===== config.mk =====
export PLATFORM = sky130hd
export DESIGN_NAME = tmds_encoder
export DESIGN_NICKNAME = d
export VERILOG_FILES = /design/src/rtl/tmds_encoder.sv
export SDC_FILE = /design/constraint.sdc
export NUM_CORES = 1
export LEC_CHECK = 0
export ABC_AREA = 1
export BUFFER_PORTS_ARGS = -buffer_cell sky130_fd_sc_hd__buf_2
export CELL_PAD_IN_SITES_DETAIL_PLACEMENT = 0
export CELL_PAD_IN_SITES_GLOBAL_PLACEMENT = 2
export CORE_MARGIN = 8
export CORE_UTILIZATION = 35
export DETAILED_ROUTE_END_ITERATION = 10
export HOLD_SLACK_MARGIN = 0.06
export MAX_ROUTING_LAYER = met4
export PLACE_DENSITY = 0.79
export SYNTH_ARGS = -nofsm -noshare
export SYNTH_HDL_FRONTEND = slang
export SYNTH_SLANG_ARGS = --single-unit

===== constraint.sdc =====
create_clock -name clk_i -period 5.9 [get_ports clk_i]
set_input_delay 0.59 -clock clk_i [delete_from_list [all_inputs] [get_ports clk_i]]
set_output_delay 0.59 -clock clk_i [all_outputs]
set_load 0.02 [all_outputs]

===== src/rtl/tmds_encoder.sv =====
// DVI 1.0 TMDS 8b/10b channel encoder: two-stage pipeline with a running
// DC-balance counter that is cleared during control periods.
module tmds_encoder #(
    parameter int unsigned CNT_WIDTH = 5
) (
    input  logic                        clk_i,
    input  logic                        rstn_i,
    input  logic [7:0]                  data_i,
    input  logic                        c0_i,
    input  logic                        c1_i,
    input  logic                        de_i,
    output logic [9:0]                  tmds_o,
    output logic signed [CNT_WIDTH-1:0] disparity_o
);

    localparam logic [9:0] Ctrl00 = 10'b1101010100;
    localparam logic [9:0] Ctrl01 = 10'b0010101011;
    localparam logic [9:0] Ctrl10 = 10'b0101010100;
    localparam logic [9:0] Ctrl11 = 10'b1010101011;
    localparam logic signed [CNT_WIDTH-1:0] CntTwo = CNT_WIDTH'(2);

    // Stage 1: transition-minimising q_m
    logic [8:0] q_m_d, q_m_q;
    logic       de_q, c0_q, c1_q;
    logic [3:0] n1;
    logic       xnor_sel;
    logic       acc;

    always_comb begin
        n1 = '0;
        for (int i = 0; i < 8; i++) begin
            n1 = n1 + {3'b000, data_i[i]};
        end
        xnor_sel = (n1 > 4'd4) || ((n1 == 4'd4) && !data_i[0]);
        acc      = data_i[0];
        q_m_d    = '0;
        q_m_d[0] = acc;
        for (int i = 1; i < 8; i++) begin
            acc      = acc ^ data_i[i] ^ xnor_sel;
            q_m_d[i] = acc;
        end
        q_m_d[8] = ~xnor_sel;
        // Blank q_m outside data periods so undriven pixel data never enters the pipe
        if (!de_i) begin
            q_m_d = '0;
        end
    end

    always_ff @(posedge clk_i or negedge rstn_i) begin
        if (!rstn_i) begin
            q_m_q <= '0;
            de_q  <= 1'b0;
            c0_q  <= 1'b0;
            c1_q  <= 1'b0;
        end else begin
            q_m_q <= q_m_d;
            de_q  <= de_i;
            c0_q  <= c0_i;
            c1_q  <= c1_i;
        end
    end

    // Stage 2: DC balancing
    logic [9:0]                  tmds_d, tmds_q;
    logic signed [CNT_WIDTH-1:0] cnt_d, cnt_q;
    logic signed [CNT_WIDTH-1:0] diff;
    logic [3:0]                  n1q;
    logic                        qm8;
    logic                        cnt_zero, cnt_pos, cnt_neg;

    always_comb begin
        n1q = '0;
        for (int i = 0; i < 8; i++) begin
            n1q = n1q + {3'b000, q_m_q[i]};
        end
        qm8      = q_m_q[8];
        // diff = n1q - n0q = 2*n1q - 8
        diff     = CNT_WIDTH'(n1q) + CNT_WIDTH'(n1q) - CNT_WIDTH'(8);
        cnt_zero = (cnt_q == '0);
        cnt_neg  = cnt_q[CNT_WIDTH-1];
        cnt_pos  = !cnt_neg && !cnt_zero;
        tmds_d   = Ctrl00;
        cnt_d    = cnt_q;
        if (!de_q) begin
            unique case ({c1_q, c0_q})
                2'b00: tmds_d = Ctrl00;
                2'b01: tmds_d = Ctrl01;
                2'b10: tmds_d = Ctrl10;
                2'b11: tmds_d = Ctrl11;
            endcase
            cnt_d = '0;
        end else if (cnt_zero || (n1q == 4'd4)) begin
            tmds_d = {~qm8, qm8, qm8 ? q_m_q[7:0] : ~q_m_q[7:0]};
            cnt_d  = qm8 ? (cnt_q + diff) : (cnt_q - diff);
        end else if ((cnt_pos && (n1q > 4'd4)) || (cnt_neg && (n1q < 4'd4))) begin
            tmds_d = {1'b1, qm8, ~q_m_q[7:0]};
            cnt_d  = cnt_q - diff + (qm8 ? CntTwo : '0);
        end else begin
            tmds_d = {1'b0, qm8, q_m_q[7:0]};
            cnt_d  = cnt_q + diff - (qm8 ? '0 : CntTwo);
        end
    end

    always_ff @(posedge clk_i or negedge rstn_i) begin
        if (!rstn_i) begin
            tmds_q <= Ctrl00;
            cnt_q  <= '0;
        end else begin
            tmds_q <= tmds_d;
            cnt_q  <= cnt_d;
        end
    end

    assign tmds_o      = tmds_q;
    assign disparity_o = cnt_q;

endmodule

==> insert_results.sql, run 1 <==
INSERT INTO impl_metrics (metric_group, metric, value, unit) VALUES
('yosys', 'most_repeated_cell_in_the_gate_level_netlist_after_synthesis', 'inv_1', ''),
('die', 'initial_core_utilization', '0.361', ''),
('yosys', 'edff_count_synth', '0', ''),
('yosys', 'yosys.cell_types.count', '33', ''),
('critical_path', 'criticalPathCategory', 'reg -> reg', ''),
('global_routing', 'grt_start_max_net_pins', '27', ''),
('placement', 'port_buffers', '26', ''),
('global_routing', 'globalRouteOverflowTotal', '0', ''),
('clock_tree', 'clock_tree.htree_level_count', '1', ''),
('sta', 'finalSetupViolCount', '0', ''),
('detailed_routing', 'drt_first_pass_iters', '4', ''),
('clock_tree', 'numClockSinks', '26', ''),
('detailed_routing', 'drtAntennaViolNets', '0', ''),
('sta', 'fin_crit', '4.57', 'ns'),
('global_routing', 'grt_antenna_before_repair', '0', ''),
('yosys', 'synth_ff_type', 'dfrtp_1', ''),
('yosys', 'synth_area_per_cell', '8.33', 'um^2'),
('layout', 'drive_above_1_share', '0.186', ''),
('hold_path', 'worst_hold_path_type', 'in -> async', ''),
('global_routing', 'gr-usage-all-layers', '0.105', ''),
('yosys', 'ys_top_cells_by_area', 'dfrtp_1 23%, ha_1 14%, fa_1 11%', ''),
('clock_tree', 'cts_root_buf', 'clkbuf_8', ''),
('yosys', 'synthDominantAreaCellType', 'dfrtp_1', ''),
('layout', 'antenna_cells', '0', ''),
('clock_tree', 'clk_path_buf_depth', '2', ''),
('yosys', 'synth_simple_gate_area_share', '0.218', ''),
('critical_path', 'crit_path_max_fanout', '4', ''),
('detailed_routing', 'drt_first_iter_violations', '49', ''),
('clock_tree', 'cts.clk_slew.worst_paths', '0.09', 'ns'),
('yosys', 'synthesized_area_fraction_occupied_by_ao_oa_aoi_and_oai_cells', '0.0868', ''),
('clock_tree', 'insertion_delay', '0.27', 'ns'),
('yosys', 'async_reset_ff_frac', '1.00', ''),
('yosys', 'ys.warnings.count', '0', ''),
('detailed_routing', 'remaining_drc_errors', '0', ''),
('yosys', 'synth_seq_area_share', '0.287', ''),
('yosys', 'synth.top_cells.by_count', '54 x inv_1, 49 x nand2_1, 30 x nand3_1', ''),
('sta', 'report.final.hold_viol_count', '0', ''),
('layout', 'final.fill_count', '657', ''),
('placement', 'hpwlAfterDp', '3900', 'um'),
('yosys', 'synthesis.instances', '275', ''),
('sta', 'relSlewSlack', '0.600', ''),
('die', 'die_area', '9390', 'um^2'),
('clock_tree', 'post-cts-setup-buffers', '0', ''),
('yosys', 'post_synthesis_register_bit_count', '26', ''),
('yosys', 'syn-num-nets', '326', ''),
('die', 'x_dimension_of_the_die', '96.9', 'um'),
('sta', 'grt_setup_unrepaired', 'no', ''),
('yosys', 'synth_mux_area_frac', '0', ''),
('yosys', 'mappedNetlistArea', '2290', 'um^2'),
('clock_tree', 'cts_tree', 'yes', ''),
('sta', 'clock.fmax', '219', 'MHz'),
('sta', 'final.setup.tns', '0', 'ns'),
('detailed_routing', 'avgRoutedWirePerCell', '12.5', 'um'),
('detailed_routing', 'wl', '4720', 'um'),
('die', 'num_io_pins', '28', ''),
('detailed_routing', 'post_drt_via_cell_ratio', '4.54', ''),
('critical_path', 'worst-endpoint-arrival', '4.78', 'ns'),
('yosys', 'combinational_family_with_the_most_area_after_synthesis', 'adder cells', ''),
('clock_tree', 'cts_resized', '0', ''),
('sta', 'slew_violations', '0', ''),
('global_routing', 'first_pass_grt_wire_length', '8340', 'um'),
('die', 'core', '6350', 'um^2'),
('detailed_routing', 'num_vias', '1715', ''),
('yosys', 'synth_adder_area_share', '0.250', ''),
('yosys', 'post_synth_xor_area_fraction', '0.0415', ''),
('die', 'placement_rows', '29', ''),
('clock_tree', 'hold_buffers', '0', ''),
('layout', 'areaGrowthSynthToFinish', '11.0', '%'),
('yosys', 'synth_top_area_share', '0.229', ''),
('clock_tree', 'tritoncts.num_buffers', '3', ''),
('sta', 'clock-skew-final', '0.00391', 'ns'),
('critical_path', 'critPathLaunchType', 'register', ''),
('critical_path', 'setup.worst_path.end_class', 'register', ''),
('run', 'reported_max_cap_violation_count', '0', ''),
('die', 'chipHeight', '96.9', 'um'),
('status', 'status', 'finished, final reports clean', ''),
('global_routing', 'grt_pass1_vias', '1827', ''),
('layout', 'num-nets-final', '353', ''),
('sta', 'worst-slew-pin-transition', '0.594', 'ns'),
('critical_path', 'cp_required', '6.11', 'ns'),
('sta', 'layout_worst_path_cycle_share', '0.775', ''),
('placement', 'place_congestion', '0.806', '');
-- path summary, 6_finish.rpt --
kind / startpoint / to / slack (ns) / cells past startpoint
max: q_m_q[0]$_DFF_PN0_ / disparity_o[4]$_DFF_PN0_ / 1.33 / 20
max reg2reg: q_m_q[0]$_DFF_PN0_ / disparity_o[4]$_DFF_PN0_ / 1.33 / 20
max in group asynchronous: rstn_i / tmds_o[0]$_DFF_PN0_ / 5.22 / 1
min in group clk_i: c0_i / c0_q$_DFF_PN0_ / 0.42 / 1
min: rstn_i / disparity_o[4]$_DFF_PN0_ / 0.31 / 1
min reg2reg: q_m_q[6]$_DFF_PN0_ / tmds_o[6]$_DFF_PN1_ / 0.59 / 3
-- final cells by class --
type	count	area, um^2	area share
inverters	57	216	0.0851
repair buffers	26	130	0.0512
clock buffers	3	41.3	0.0162
flip-flops and latches	26	657	0.258
well taps	77	96.3	0.0379
clock inverters	1	30.0	0.0118
multi-input cells	188	1370	0.539
-- cell families (layout without fill, tap and decap cells) --
group,Yosys count,after routing
simple gates,106,106
buf+inv,61,87
fa+ha+maj,38,38
compound gates,33,33
flops,26,26
xor+xnor,10,10
other cells,1,1
-- stage by stage --
step / worst slack (ns) / hold WS, ns / cells / instance area [um^2] / util
finish: 1.33 / 0.307 / 378 / 2540 / 0.400
detailed placement: 1.39 / 0.574 / 374 / 2470 / 0.389
global placement: 1.39 / 0.578 / 374 / 2470 / 0.389
global route: 1.05 / 0.355 / 378 / 2540 / 0.400
floorplan: 1.71 / 0.294 / 275 / 2290 / -
CTS: 1.34 / 0.333 / 378 / 2540 / 0.400
-- state kept, by name (all words and copies together) (netlist names) --
signal and flops:
c0_q 1, q_m_q 9, tmds_o 10, c1_q 1, disparity_o 4, de_q 1
-- layout by cell type (no fill, tap or decap) --
cell / netlist / layout
xnor2_1: 6 / 6
ha_1: 25 / 25
nand3_1: 30 / 30
nand3_2: 3 / 3
nand2_2: 5 / 5
bufinv_16: 0 / 1
clkbuf_8: 0 / 3
a21oi_2: 4 / 4
inv_4: 1 / 1
nand2_1: 49 / 49
a21o_1: 1 / 1
inv_1: 54 / 54
nor2_2: 1 / 1
xor2_1: 3 / 3
a21oi_1: 9 / 9
o21ai_0: 12 / 12
a21oi_4: 1 / 1
a211oi_1: 1 / 1
dfstp_2: 5 / 5
nor2_1: 12 / 12
and2_1: 1 / 1
conb_1: 1 / 1
fa_1: 13 / 13
nor3_2: 1 / 1
buf_2: 0 / 26
xor2_2: 1 / 1
inv_2: 2 / 2
o21ai_1: 4 / 4
o211ai_1: 1 / 1
nand2_4: 2 / 2
dfrtp_1: 21 / 21
nand3b_1: 2 / 2
-- layer usage --
layer / track usage / vias to the layer above / wire (um)
met1: 0.135 / 776 / 2440
met3: 0.0164 / 4 / 147
met2: 0.169 / 28 / 2090
li1: - / 907 / -
met4: 0.0201 / 0 / 31
met5: - / - / 0
-- worst max-delay path, stage by stage, from the launching register on --
cell	delay [ns]
dfrtp_1	0.43
fa_1	0.54
inv_1	0.05
fa_1	0.46
fa_1	0.51
inv_1	0.05
ha_1	0.20
fa_1	0.51
inv_1	0.11
ha_1	0.30
inv_1	0.03
o21ai_0	0.25
ha_1	0.29
a21o_1	0.16
a21oi_1	0.15
inv_1	0.05
nand2_1	0.08
nand3_1	0.08
nand3_1	0.08
nand2_1	0.07
nor2_1	0.12
Power of run 1 is not shown: default switching activity piles up to over one toggle a cycle in this logic, so the estimate is an artifact.
==> run 2, diff against run 1 <==
CORE_UTILIZATION = 32   (was 35)
PLACE_DENSITY = 0.76   (was 0.79)
clock period = 3.7 ns   (was 5.9 ns; I/O delays follow)
==> insert_results.sql, run 2 (synthesis results as in run 1) <==
INSERT INTO impl_metrics (metric_group, metric, value, unit) VALUES
('global_routing', 'gr-usage-all-layers', '0.115', ''),
('critical_path', 'cp.buffers_inverters', '4', ''),
('critical_path', 'critPathLaunchType', 'register', ''),
('detailed_routing', 'avgRoutedWirePerCell', '12.0', 'um'),
('detailed_routing', 'remaining_drc_errors', '0', ''),
('detailed_routing', 'drt_first_pass_iters', '4', ''),
('detailed_routing', 'drt_first_iter_violations', '24', ''),
('die', 'x_dimension_of_the_die', '101', 'um'),
('detailed_routing', 'drtAntennaViolNets', '0', ''),
('run', 'reported_max_cap_violation_count', '0', ''),
('sta', 'finalSetupViolCount', '13', ''),
('critical_path', 'cp-startpoint', 'q_m_q[0]$_DFF_PN0_', ''),
('die', 'num_io_pins', '28', ''),
('clock_tree', 'tritoncts.num_buffers', '3', ''),
('clock_tree', 'numClockSinks', '26', ''),
('die', 'die_area', '10100', 'um^2'),
('global_routing', 'grt_start_max_net_pins', '27', ''),
('clock_tree', 'cts.clk_slew.worst_paths', '0.09', 'ns'),
('critical_path', 'worstSetupEndpoint', 'disparity_o[4]$_DFF_PN0_', ''),
('placement', 'dp.cells', '428', ''),
('layout', 'stdcell_area', '3150', 'um^2'),
('sta', 'layout_worst_path_cycle_share', '1.14', ''),
('placement', 'port_buffers', '26', ''),
('clock_tree', 'clock_tree.htree_level_count', '1', ''),
('layout', 'mostFrequentLayoutCell', 'inv_1', ''),
('critical_path', 'critPathMaxStageDelay', '0.56', 'ns'),
('clock_tree', 'cts_tree', 'yes', ''),
('sta', 'clock.fmax', '237', 'MHz'),
('critical_path', 'worst-endpoint-arrival', '4.42', 'ns'),
('critical_path', 'crit_path_max_fanout', '4', ''),
('detailed_routing', 'num_vias', '1898', ''),
('sta', 'final.hold.worst_slack', '0.0803', 'ns'),
('layout', 'drive_above_1_share', '0.371', ''),
('clock_tree', 'clk_path_buf_depth', '2', ''),
('sta', 'slew_violations', '0', ''),
('die', 'placement_rows', '31', ''),
('layout', 'num-nets-final', '394', ''),
('placement', 'place_area', '2850', 'um^2'),
('status', 'violations', 'negative setup slack', ''),
('layout', 'post_layout_nonfiller_instances', '441', ''),
('critical_path', 'criticalPathCategory', 'reg -> reg', ''),
('sta', 'grt_setup_unrepaired', 'yes', ''),
('global_routing', 'grt_pass1_vias', '2041', ''),
('sta', 'fin_crit', '4.21', 'ns'),
('sta', 'relSlewSlack', '0.617', ''),
('global_routing', 'first_pass_grt_wire_length', '9240', 'um'),
('critical_path', 'cpMaxStageDelayCell', 'fa_2', ''),
('layout', 'layout.core_utilization', '0.444', ''),
('critical_path', 'reg2reg_to', 'disparity_o[4]$_DFF_PN0_', ''),
('sta', 'worst-slew-pin-transition', '0.575', 'ns'),
('critical_path', 'cp_top_family', 'adder cells', ''),
('layout', 'final.fill_count', '724', ''),
('layout', 'mostFrequentLayoutCells', '50 x inv_1, 46 x nand2_1, 29 x buf_4', ''),
('status', 'status', 'complete, but fails checks', ''),
('layout', 'areaGrowthSynthToFinish', '37.4', '%'),
('critical_path', 'cp_required', '3.91', 'ns'),
('layout', 'antenna_cells', '0', ''),
('critical_path', 'rrSetupSlack', '-0.51', 'ns'),
('clock_tree', 'cts_root_buf', 'clkbuf_8', ''),
('die', 'chipHeight', '101', 'um'),
('placement', 'hpwlAfterDp', '4200', 'um'),
('sta', 'clock-skew-final', '0.00847', 'ns'),
('critical_path', 'critical_r2r_launch', 'q_m_q[0]$_DFF_PN0_', ''),
('placement', 'place_congestion', '0.774', ''),
('global_routing', 'globalRouteOverflowTotal', '0', ''),
('die', 'core', '7100', 'um^2'),
('die', 'initial_core_utilization', '0.323', ''),
('critical_path', 'crit_chain', 'fa_1 -> inv_1 -> fa_1 -> fa_1 -> inv_2 -> ha_4 -> fa_2 -> inv_4 -> ha_4 -> inv_2 -> o21ai_4 -> ha_1 -> a21o_1 -> a21oi_2 -> nand3_1 -> nand2_1 -> nand2_1 -> nand3_1 -> nand2_1 -> nor2_1', ''),
('clock_tree', 'insertion_delay', '0.27', 'ns'),
('detailed_routing', 'post_drt_via_cell_ratio', '4.30', ''),
('global_routing', 'grt_antenna_before_repair', '0', ''),
('detailed_routing', 'wl', '5290', 'um'),
('critical_path', 'r2r_cells', '20', ''),
('critical_path', 'worstSetupPathDepth', '20', ''),
('sta', 'pnr_worst_setup_slack', '-0.512', 'ns'),
('hold_path', 'worst_hold_path_type', 'in -> async', ''),
('layout', 'number_of_flip_flops_under_the_largest_register_name', '10', ''),
('critical_path', 'setup.worst_path.end_class', 'register', ''),
('sta', 'report.final.hold_viol_count', '0', '');
run 2: cell types whose count changed in the layout (fill, tap and decap cells not counted), moves of 5 or more:
cell,change
buf_6,+9
nand3_1,-8
o21ai_0,-5
nand3_2,+8
buf_4,+29
run 2: final cells by class:
type                            instances  area [um^2]  area share
Multi-Input combinational cell        189         1580       0.501
Clock buffer                            3         41.3      0.0131
Timing Repair Buffer                   66          489       0.155
Inverter                               57          229      0.0727
Sequential cell                        26          657       0.209
Clock inverter                          1         30.0     0.00954
Tap cell                               99          124      0.0393
run 2: worst min path at each step:
stage / start / to / slack, ns / cells after the start
after floorplan: rstn_i / c0_q$_DFF_PN0_ / 0.07 / 0
after global placement: rstn_i / disparity_o[4]$_DFF_PN0_ / 0.40 / 1
after detailed placement: rstn_i / disparity_o[4]$_DFF_PN0_ / 0.40 / 1
after CTS: rstn_i / disparity_o[4]$_DFF_PN0_ / 0.1 / 1
after global routing: rstn_i / tmds_o[1]$_DFF_PN0_ / 0.12 / 1
final: rstn_i / disparity_o[4]$_DFF_PN0_ / 0.08 / 1
run 2: timing repair:
item,4_1_cts,5_1_grt
endpoints found under the hold margin,0,0
gates resized for setup,29,13
endpoints found under the setup margin,13,13
setup buffers,5,3
hold buffers,0,0
cloned,1,0
pin swaps,16,11
run 2: metal layers:
metal  part of all wire  vias to the layer above  wire [um]  global-route usage
met5                  0                        -          0                   -
met3              0.017                        6         90             0.00967
met1               0.47                      874       2500               0.139
li1                   -                      994          -                   -
met4              0.013                        0         67              0.0291
met2               0.50                       24       2640               0.200
run 2: stage by stage:
step | setup TNS [ns] | setup slack (ns)
3_5_place_dp | -5.77 | -0.554
2_1_floorplan | -2.15 | -0.386
5_1_grt | -7.09 | -0.686
4_1_cts | -5.41 | -0.538
3_3_place_gp | -5.02 | -0.469
6_report | -5.03 | -0.512
Power of run 2 is left out for the same reason.
